**src/rtl/gf_serial_mul.sv**
```systemverilog
// rtl/gf_serial_mul.sv - bit-serial GF(2^M) multiplier, MSB-first Horner, one multiplier bit per cycle
module gf_serial_mul #(
    parameter int         M    = 8,
    parameter logic [M:0] POLY = 9'h11D
) (
    input  logic         clk,
    input  logic         reset_n,
    input  logic         in_valid,
    output logic         in_ready,
    input  logic [M-1:0] in_a,
    input  logic [M-1:0] in_b,
    output logic         out_valid,
    input  logic         out_ready,
    output logic [M-1:0] out_p,
    output logic         busy
);

    localparam int CW = (M > 1) ? $clog2(M) : 1;

    typedef enum logic [1:0] {
        IDLE = 2'd0,
        RUN  = 2'd1,
        DONE = 2'd2
    } state_t;

    state_t          state;
    logic [M-1:0]    a_reg;
    logic [M-1:0]    b_reg;
    logic [M-1:0]    acc;
    logic [CW-1:0]   cnt;
    logic [M-1:0]    acc_xt;
    logic [M-1:0]    acc_next;

    // Multiply-by-x with reduction, then conditionally add the multiplicand.
    always_comb begin
        acc_xt   = {acc[M-2:0], 1'b0} ^ (acc[M-1] ? POLY[M-1:0] : '0);
        acc_next = acc_xt ^ (b_reg[cnt] ? a_reg : '0);
    end

    assign in_ready  = (state == IDLE);
    assign out_valid = (state == DONE);
    assign busy      = (state != IDLE);

    always_ff @(posedge clk or negedge reset_n) begin
        if (!reset_n) begin
            state <= IDLE;
            a_reg <= '0;
            b_reg <= '0;
            acc   <= '0;
            cnt   <= '0;
            out_p <= '0;
        end else begin
            case (state)
                IDLE: begin
                    if (in_valid) begin
                        a_reg <= in_a;
                        b_reg <= in_b;
                        acc   <= '0;
                        cnt   <= CW'(M - 1);
                        state <= RUN;
                    end
                end
                RUN: begin
                    acc <= acc_next;
                    if (cnt == '0) begin
                        out_p <= acc_next;
                        state <= DONE;
                    end else begin
                        cnt <= cnt - 1'b1;
                    end
                end
                DONE: begin
                    if (out_ready) begin
                        state <= IDLE;
                    end
                end
                default: state <= IDLE;
            endcase
        end
    end

endmodule

```
**config.mk**
```make
export PLATFORM = sky130hd
export DESIGN_NAME = gf_serial_mul
export DESIGN_NICKNAME = d
export VERILOG_FILES = /design/src/rtl/gf_serial_mul.sv
export SDC_FILE = /design/constraint.sdc
export NUM_CORES = 1
export LEC_CHECK = 0
export ABC_AREA = 0
export CAP_MARGIN = 20
export CORE_MARGIN = 8
export CORE_UTILIZATION = 30
export CTS_CLUSTER_SIZE = 10
export DETAILED_ROUTE_END_ITERATION = 16
export DONT_BUFFER_PORTS = 1
export SLEW_MARGIN = 20
export SYNTH_ARGS = -nofsm -noshare
export SYNTH_HDL_FRONTEND = slang
export SYNTH_SLANG_ARGS = --single-unit
export TNS_END_PERCENT = 30
```
**constraint.sdc**
```tcl
create_clock -name clk -period 2.5 [get_ports clk]
set_input_delay 0.625 -clock clk [delete_from_list [all_inputs] [get_ports clk]]
set_output_delay 0.625 -clock clk [all_outputs]
set_load 0.005 [all_outputs]
```
==> results.cfg <==
[global_routing]
global_route_wire_length_before_repair_mm = 7.04
largest_net_degree_at_the_start_of_global_routing = 38
number_of_antenna_violations_at_the_first_check_in_global_routing = 0
grt_pass1_vias = 1389
gr-usage-all-layers_pct = 9.82
global_route.overflow_total = 0

[cts]
worst_setup_hold_path_clk_slew_ps = 70
clock_sink_count = 37
post_cts_buffers = 0
clock_path_buffers = 2
holdBufCountCts = 0
number_of_buffers_created_by_cts = 5
clock_tree_from_tritoncts = yes
clock-root-buffer = clkbuf_8
h-tree-depth = 2
worstSkewPairLatency_ps = 290
post_cts.resized_instances = 0

[worst_setup_path]
setup.reg_to_reg.worst_slack_ps = 550
critical_path_peak_fanout = 27
r2r_cells = 4
data_arrival_time_of_the_worst_path_ps = 2180
crit_path_start_kind = flip-flop
end_kind = flip-flop
cp_data_required_time_ps = 2720
timing.setup.critical_path_class = flip-flop to flip-flop
r2r_start = cnt[0]
crit-reg2reg-capture = acc[3]

[power]
totalPowerFinal_mw = 2.99
comb_power_share_pct = 45.2
vdd_ir_drop_max_uv = 792
cellInternalPower_mw = 1.79
power_per_cell_area_nw_per_um2 = 1410
power.net_switching_mw = 1.20
power.leakage_nw = 0.863
power.switching_fraction_pct = 40.1
power_frac_seq_pct = 40.7
power_frac_clock_pct = 14.1

[placed_design]
final_weighted_congestion_of_routability_driven_global_placement = 0.726
dpl_wire_length_mm = 2.92
pre_cts_slack_ps = 553
place.port_buffers = 0

[timing]
count_of_pins_over_their_slew_limit = 0
setup-violations-final = 0
max_slew_margin_vs_limit_pct = 61.3
clock.fmax_ghz = 0.512
grt_setup_unrepaired = no
finalCritPeriodShare_pct = 78.2
min_period_ps = 1950
worst-slew-pin-transition_ps = 581
post-route-worst-setup-slack_ps = 546
finalSetupTns_ps = 0
endpoints_failing_hold = 0
clock_skew_ps = 3.69

[synth]
postSynthRegisterBits = 37
yosysMostFrequentCell = dfrtp_1
synthesis.nets = 208
syn-mean-instance-area_um2 = 10.4
synth_area_leader_cell = dfrtp_1
syn-instance-count = 186
synth-seq-area-share_pct = 47.7
ys_top_cells_by_area = dfrtp_1 48%, mux2_2 12%, nand2_1 4.5%
postSynth.asyncResetShare_pct = 100
synth_top_cells_by_count = 37 x dfrtp_1, 23 x nand2_1, 21 x mux2_2, 12 x nand3_1, 8 x a31oi_1
yosys_warnings = 0
netlist-cell-type-count = 29
synth-edff-count = 0
postSynth.topFlopCell = dfrtp_1
mappedNetlistArea_um2 = 1940
synth.top_cell.area_share_pct = 47.7

[floorplan]
die-width_um = 96.4
die_height_um = 96.4
floorplan.initialDensity_pct = 30.7
floorplan.io_pins = 31
dieArea_um2 = 9290
core-area_um2 = 6310
std_cell_rows = 29

[routing]
firstDrtPassIters = 4
drtAntennaViolNets = 0
wl_per_cell_um = 16.0
route.vias.total = 1406
post-route-drc-count = 0
wirelength_mm = 4.25
avgViaCountPerCell = 5.31
drtIter0Drc = 70

[cells_and_area]
final_net_count = 210
areaGrowthSynthToFinish_pct = 9.42
antenna_cells_inserted = 0
drive_above_1_share_pct = 18.6

[hold_path]
hold_path_class = primary input to async pin

[run_status]
outcome = completed

[flow_run]
max-cap-violations = 0
[placed cells by master, fill, tap and decap left out, drive strengths merged]
| cell type | Yosys | routed |
|---|---|---|
| nor4bb | 1 | 1 |
| o211ai | 5 | 5 |
| a211oi | 1 | 1 |
| a21oi | 5 | 5 |
| nand2 | 23 | 23 |
| nand4b | 5 | 5 |
| nand2b | 2 | 2 |
| xnor2 | 3 | 3 |
| nand4 | 6 | 6 |
| buf | 4 | 6 |
| clkbuf | 7 | 7 |
| nand3b | 5 | 5 |
| nor3 | 6 | 6 |
| mux4 | 2 | 2 |
| nor2 | 5 | 5 |
| a31oi | 8 | 8 |
| nand4bb | 1 | 1 |
| and2 | 5 | 5 |
| nand3 | 12 | 12 |
| o21ai | 1 | 1 |
| or3 | 7 | 7 |
| nor2b | 7 | 7 |
| ha | 2 | 2 |
| dfrtp | 37 | 37 |
| mux2 | 22 | 22 |
| inv | 4 | 4 |
[cells by family (layout without fill, tap and decap cells)]
logic type                 Yosys count  in the layout  synth area share (%)
muxes                               24             24                  15.7
adders and majority gates            2              2                  1.29
DFF                                 37             37                  47.7
AOI/OAI and AO/OA                   20             20                  6.45
buffers and inverters               15             17                  3.42
xor gates and xnor gates             3              3                  1.36
and+or+nand+nor                     85             85                  24.1
[power groups by stage]
stage | sequential, mW | clock (mW) | combinational [mW]
after global routing | 1.27 | 0.470 | 1.54
after detailed placement | 1.24 | 0 | 1.36
after CTS | 1.22 | 0.436 | 1.37
after global placement | 1.23 | 0 | 1.31
final | 1.22 | 0.420 | 1.35
after floorplan | 1.11 | 0 | 1.19
[metrics by stage]
step	util (%)	instance area (um^2)	std cells	hold slack, ps
after floorplan	-	1940	186	329
after global placement	32.2	2040	258	331
after detailed placement	32.2	2040	258	331
after CTS	33.6	2120	265	21.6
after global routing	33.6	2120	265	6.95
final	33.6	2120	265	29.0
[area by class of cell]
type	instances	area, um^2
Clock buffer	7	86.3
Fill cell	673	4190
Inverter	4	15.0
Multi-Input combinational cell	134	953
Sequential cell	37	926
Tap cell	77	96.3
Timing Repair Buffer	6	45.0
[worst max-delay path: stages (launching register included)]
cell	delay, ps
dfrtp_1	420
mux4_1	580
mux2_4	410
or3_1	380
nand3_1	90
[layer usage]
metal | GRT usage, % | wire length [um] | up-vias
met5 | 0 | 0 | -
met4 | 3.03 | 44 | 0
met3 | 3.94 | 283 | 6
met2 | 15.8 | 2010 | 30
met1 | 11.8 | 1910 | 695
li1 | - | - | 675
[how the worst max path moves through the flow]
stage	slack (ps)	depth (start not counted)	end	start
after global placement	620	4	acc[3]	cnt[0]
after global routing	430	4	acc[3]	cnt[0]
after floorplan	640	5	out_p[3]	cnt[0]
final	550	4	acc[3]	cnt[0]
after CTS	530	4	acc[3]	cnt[0]
after detailed placement	550	4	acc[3]	cnt[0]
Note: power is estimated with default switching activity, not from simulation.
==> edit: new RTL, config.mk and constraints unchanged <==
`M`: 8 -> 16.
--- a/src/rtl/gf_serial_mul.sv
+++ b/src/rtl/gf_serial_mul.sv
@@ -1,6 +1,6 @@
 // rtl/gf_serial_mul.sv - bit-serial GF(2^M) multiplier, MSB-first Horner, one multiplier bit per cycle
 module gf_serial_mul #(
-    parameter int         M    = 8,
+    parameter int         M    = 16,
     parameter logic [M:0] POLY = 9'h11D
 ) (
     input  logic         clk,
Ports: changed (resized in_a, in_b and out_p); port bits go from 31 to 55. No check against the original RTL was run, so the function may have changed too.
==> edit against the unedited design <==
Global-route usage rose by 1.6 points. Clock power rose to 2.7 times the old value. Final area rose by 85%. Routed wire length rose by 99%. First-iteration DRC count rose to 2.5 times the old value. Non-clock buffer count rose by 1. Area after synthesis rose by 81%. Sequential share of layout area rose by 0.95 points. Fmax fell by 11%. Total power rose by 84%. Synthesized cell count rose by 100%. Setup slack got worse by 250 ps. Critical path depth rose by 2. Sequential cell count rose by 33. Critical endpoint is now acc[4]$_DFFE_PN0P_. Largest power group unchanged.
==> edit: results (changes against the unedited design) <==
Status
  • Status: completed

Drt
  • Top sig layer: met5
  • Drt wl/cell: 16.3 um (+1.8%)
  • Met2 routed WL: 3.92 mm (+95%)
  • Met3 WL post-DR: 618 um (+120%)
  • DRT met1 WL: 3.81 mm (+100%)
  • 1st-iter DRT viols: 177 (+150%)
  • Vias per inst: 5.21 (-1.7%)

Critical path
  • RR Endpoint: acc[4]$_DFFE_PN0P_
  • Crit-path max cell delay: about 570 ps
  • Slowest cell on crit path: dfrtp_1
  • Reg2Reg Setup Slack: 300 ps (-250 ps)
  • Arr. time, crit path: 2420 ps (+240 ps)
  • Crit path max fanout: 44 (+63%)
  • Worst reg2reg path depth: 6 (+2)
  • Delay-heaviest family, CP: compound AO/OA/AOI/OAI gates
  • R2r startpoint: cnt[2]$_DFFE_PN0P_

Placed design
  • Post-DP HPWL: 5.61 mm (+92%)
  • RePlAce Congestion: 0.790 (+8.7%)

Yosys
  • Post-Synth XOR/XNOR Area: 1.49% (+0.14 points)
  • Area contributors post-synth: dfrtp_1 50%, nand2_1 10%, mux2_2 3.8%
  • Yosys cell types: 34 (+17%)
  • Synth Area in Compound Gates: 12.2% (+5.8 points)
  • Async SR Flop Fraction: 100% (unchanged)
  • Mux share of post-synthesis cell area: 6.26% (-9.4 points)
  • Post-synth top cells: 96 x nand2_1, 70 x dfrtp_1, 24 x nand3_1
  • Synthesized-area fraction occupied by adder cells: 0.356% (-0.93 points)
  • Post-synth net total: 415 (+100%)
  • Register area share after synthesis: 49.8% (+2.1 points)

STA
  • Clk_skew: 6.59 ps (+2.90 ps)
  • Least-Margin Pin Slew: 600 ps (+18.8 ps)
  • Pins over their slew limit: 0 (unchanged)
  • Setup violations, final: 0 (unchanged)
  • Hold Vio Cnt, Final: 0 (unchanged)

Global route
  • Congestion Overflow GR: 0 (unchanged)
  • First-pass GRT wire length: 14.4 mm (+100%)
  • Vias in the first global route: 2688 (+94%)
  • Total GRT Usage: 11.4% (+1.6 points)
  • Initial antenna violation count: 1 (+1)
  • Largest net degree at the start of global routing: 71 (+87%)

Power and ir drop
  • Max VDD drop: 615 uV (-22%)
  • Int Pwr: 0.00335 W (+87%)
  • LEAKAGE: 1.78 nW (+110%)

Clock network
  • TritonCTS Buffers: 9 (+4)
  • Root buf cell: clkbuf_16
  • Later-pin clock latency in the skew report: 330 ps (+40 ps)
  • H-tree levels: 3 (+1)

Layout
  • Final nets: 409 (+95%)
  • Fraction of layout cells with a size suffix above 1: 12.3% (-6.4 points)
-- edit: changes by cell type in the layout (fill, tap and decap cells not counted), sizes merged, moves of 17 or more --
cell,unedited run,this run
inv,4,21
dfrtp,37,70
o21ai,1,21
nand2,23,96
-- edit: area by class of cell --
| class | instances | area [um^2] |
|---|---|---|
| Sequential cell | 70 | 1750 |
| Multi-Input combinational cell | 263 | 1570 |
| Fill cell | 1210 | 7490 |
| Timing Repair Buffer | 7 | 97.6 |
| Inverter | 21 | 78.8 |
| Clock buffer | 12 | 246 |
| Tap cell | 143 | 179 |
| Clock inverter | 2 | 10.0 |
-- edit: what timing repair did --
item / in CTS / in global routing
gates resized for setup: 0 / 0
endpoints found under the hold margin: 70 / 0
hold buffers: 1 / 0
-- edit: layer usage --
layer  vias up  global-route usage [%]
met5         -                       0
met4         2                    3.05
met3        10                    5.70
met2        61                    17.1
met1      1338                    14.3
li1       1290                       -
-- edit: cells by family after synthesis --
logic type / Yosys count
and+or+nand+nor: 177
xor gates and xnor gates: 6
adders and majority gates: 1
DFF: 70
muxes: 18
buffers and inverters: 45
AOI/OAI and AO/OA: 61
-- edit: worst max-delay path by stage --
stage | to | depth (start not counted)
2_1_floorplan | out_p[0]$_DFFE_PN0P_ | 9
3_3_place_gp | acc[4]$_DFFE_PN0P_ | 6
3_5_place_dp | acc[8]$_DFFE_PN0P_ | 6
4_1_cts | acc[4]$_DFFE_PN0P_ | 6
5_1_grt | out_p[1]$_DFFE_PN0P_ | 8
6_report | acc[4]$_DFFE_PN0P_ | 6
-- edit: per-stage QoR --
stage	hold slack [ps]	worst slack [ps]	area [um^2]	utilization, %	cells
finish	171	299	3930	34.4	518
global route	187	167	3930	34.4	518
CTS	183	301	3930	34.4	518
detailed placement	332	318	3640	31.9	503
global placement	332	372	3640	31.9	503
floorplan	329	524	3520	-	378
-- edit: power groups by stage --
stage | Sequential (W) | Combinational (W) | Clock [W]
CTS | 0.00218 | 0.00224 | 0.00117
detailed placement | 0.00219 | 0.00219 | 0
global placement | 0.00217 | 0.00212 | 0
finish | 0.00216 | 0.00221 | 0.00113
global route | 0.00225 | 0.00251 | 0.00123
floorplan | 0.00198 | 0.00193 | 0
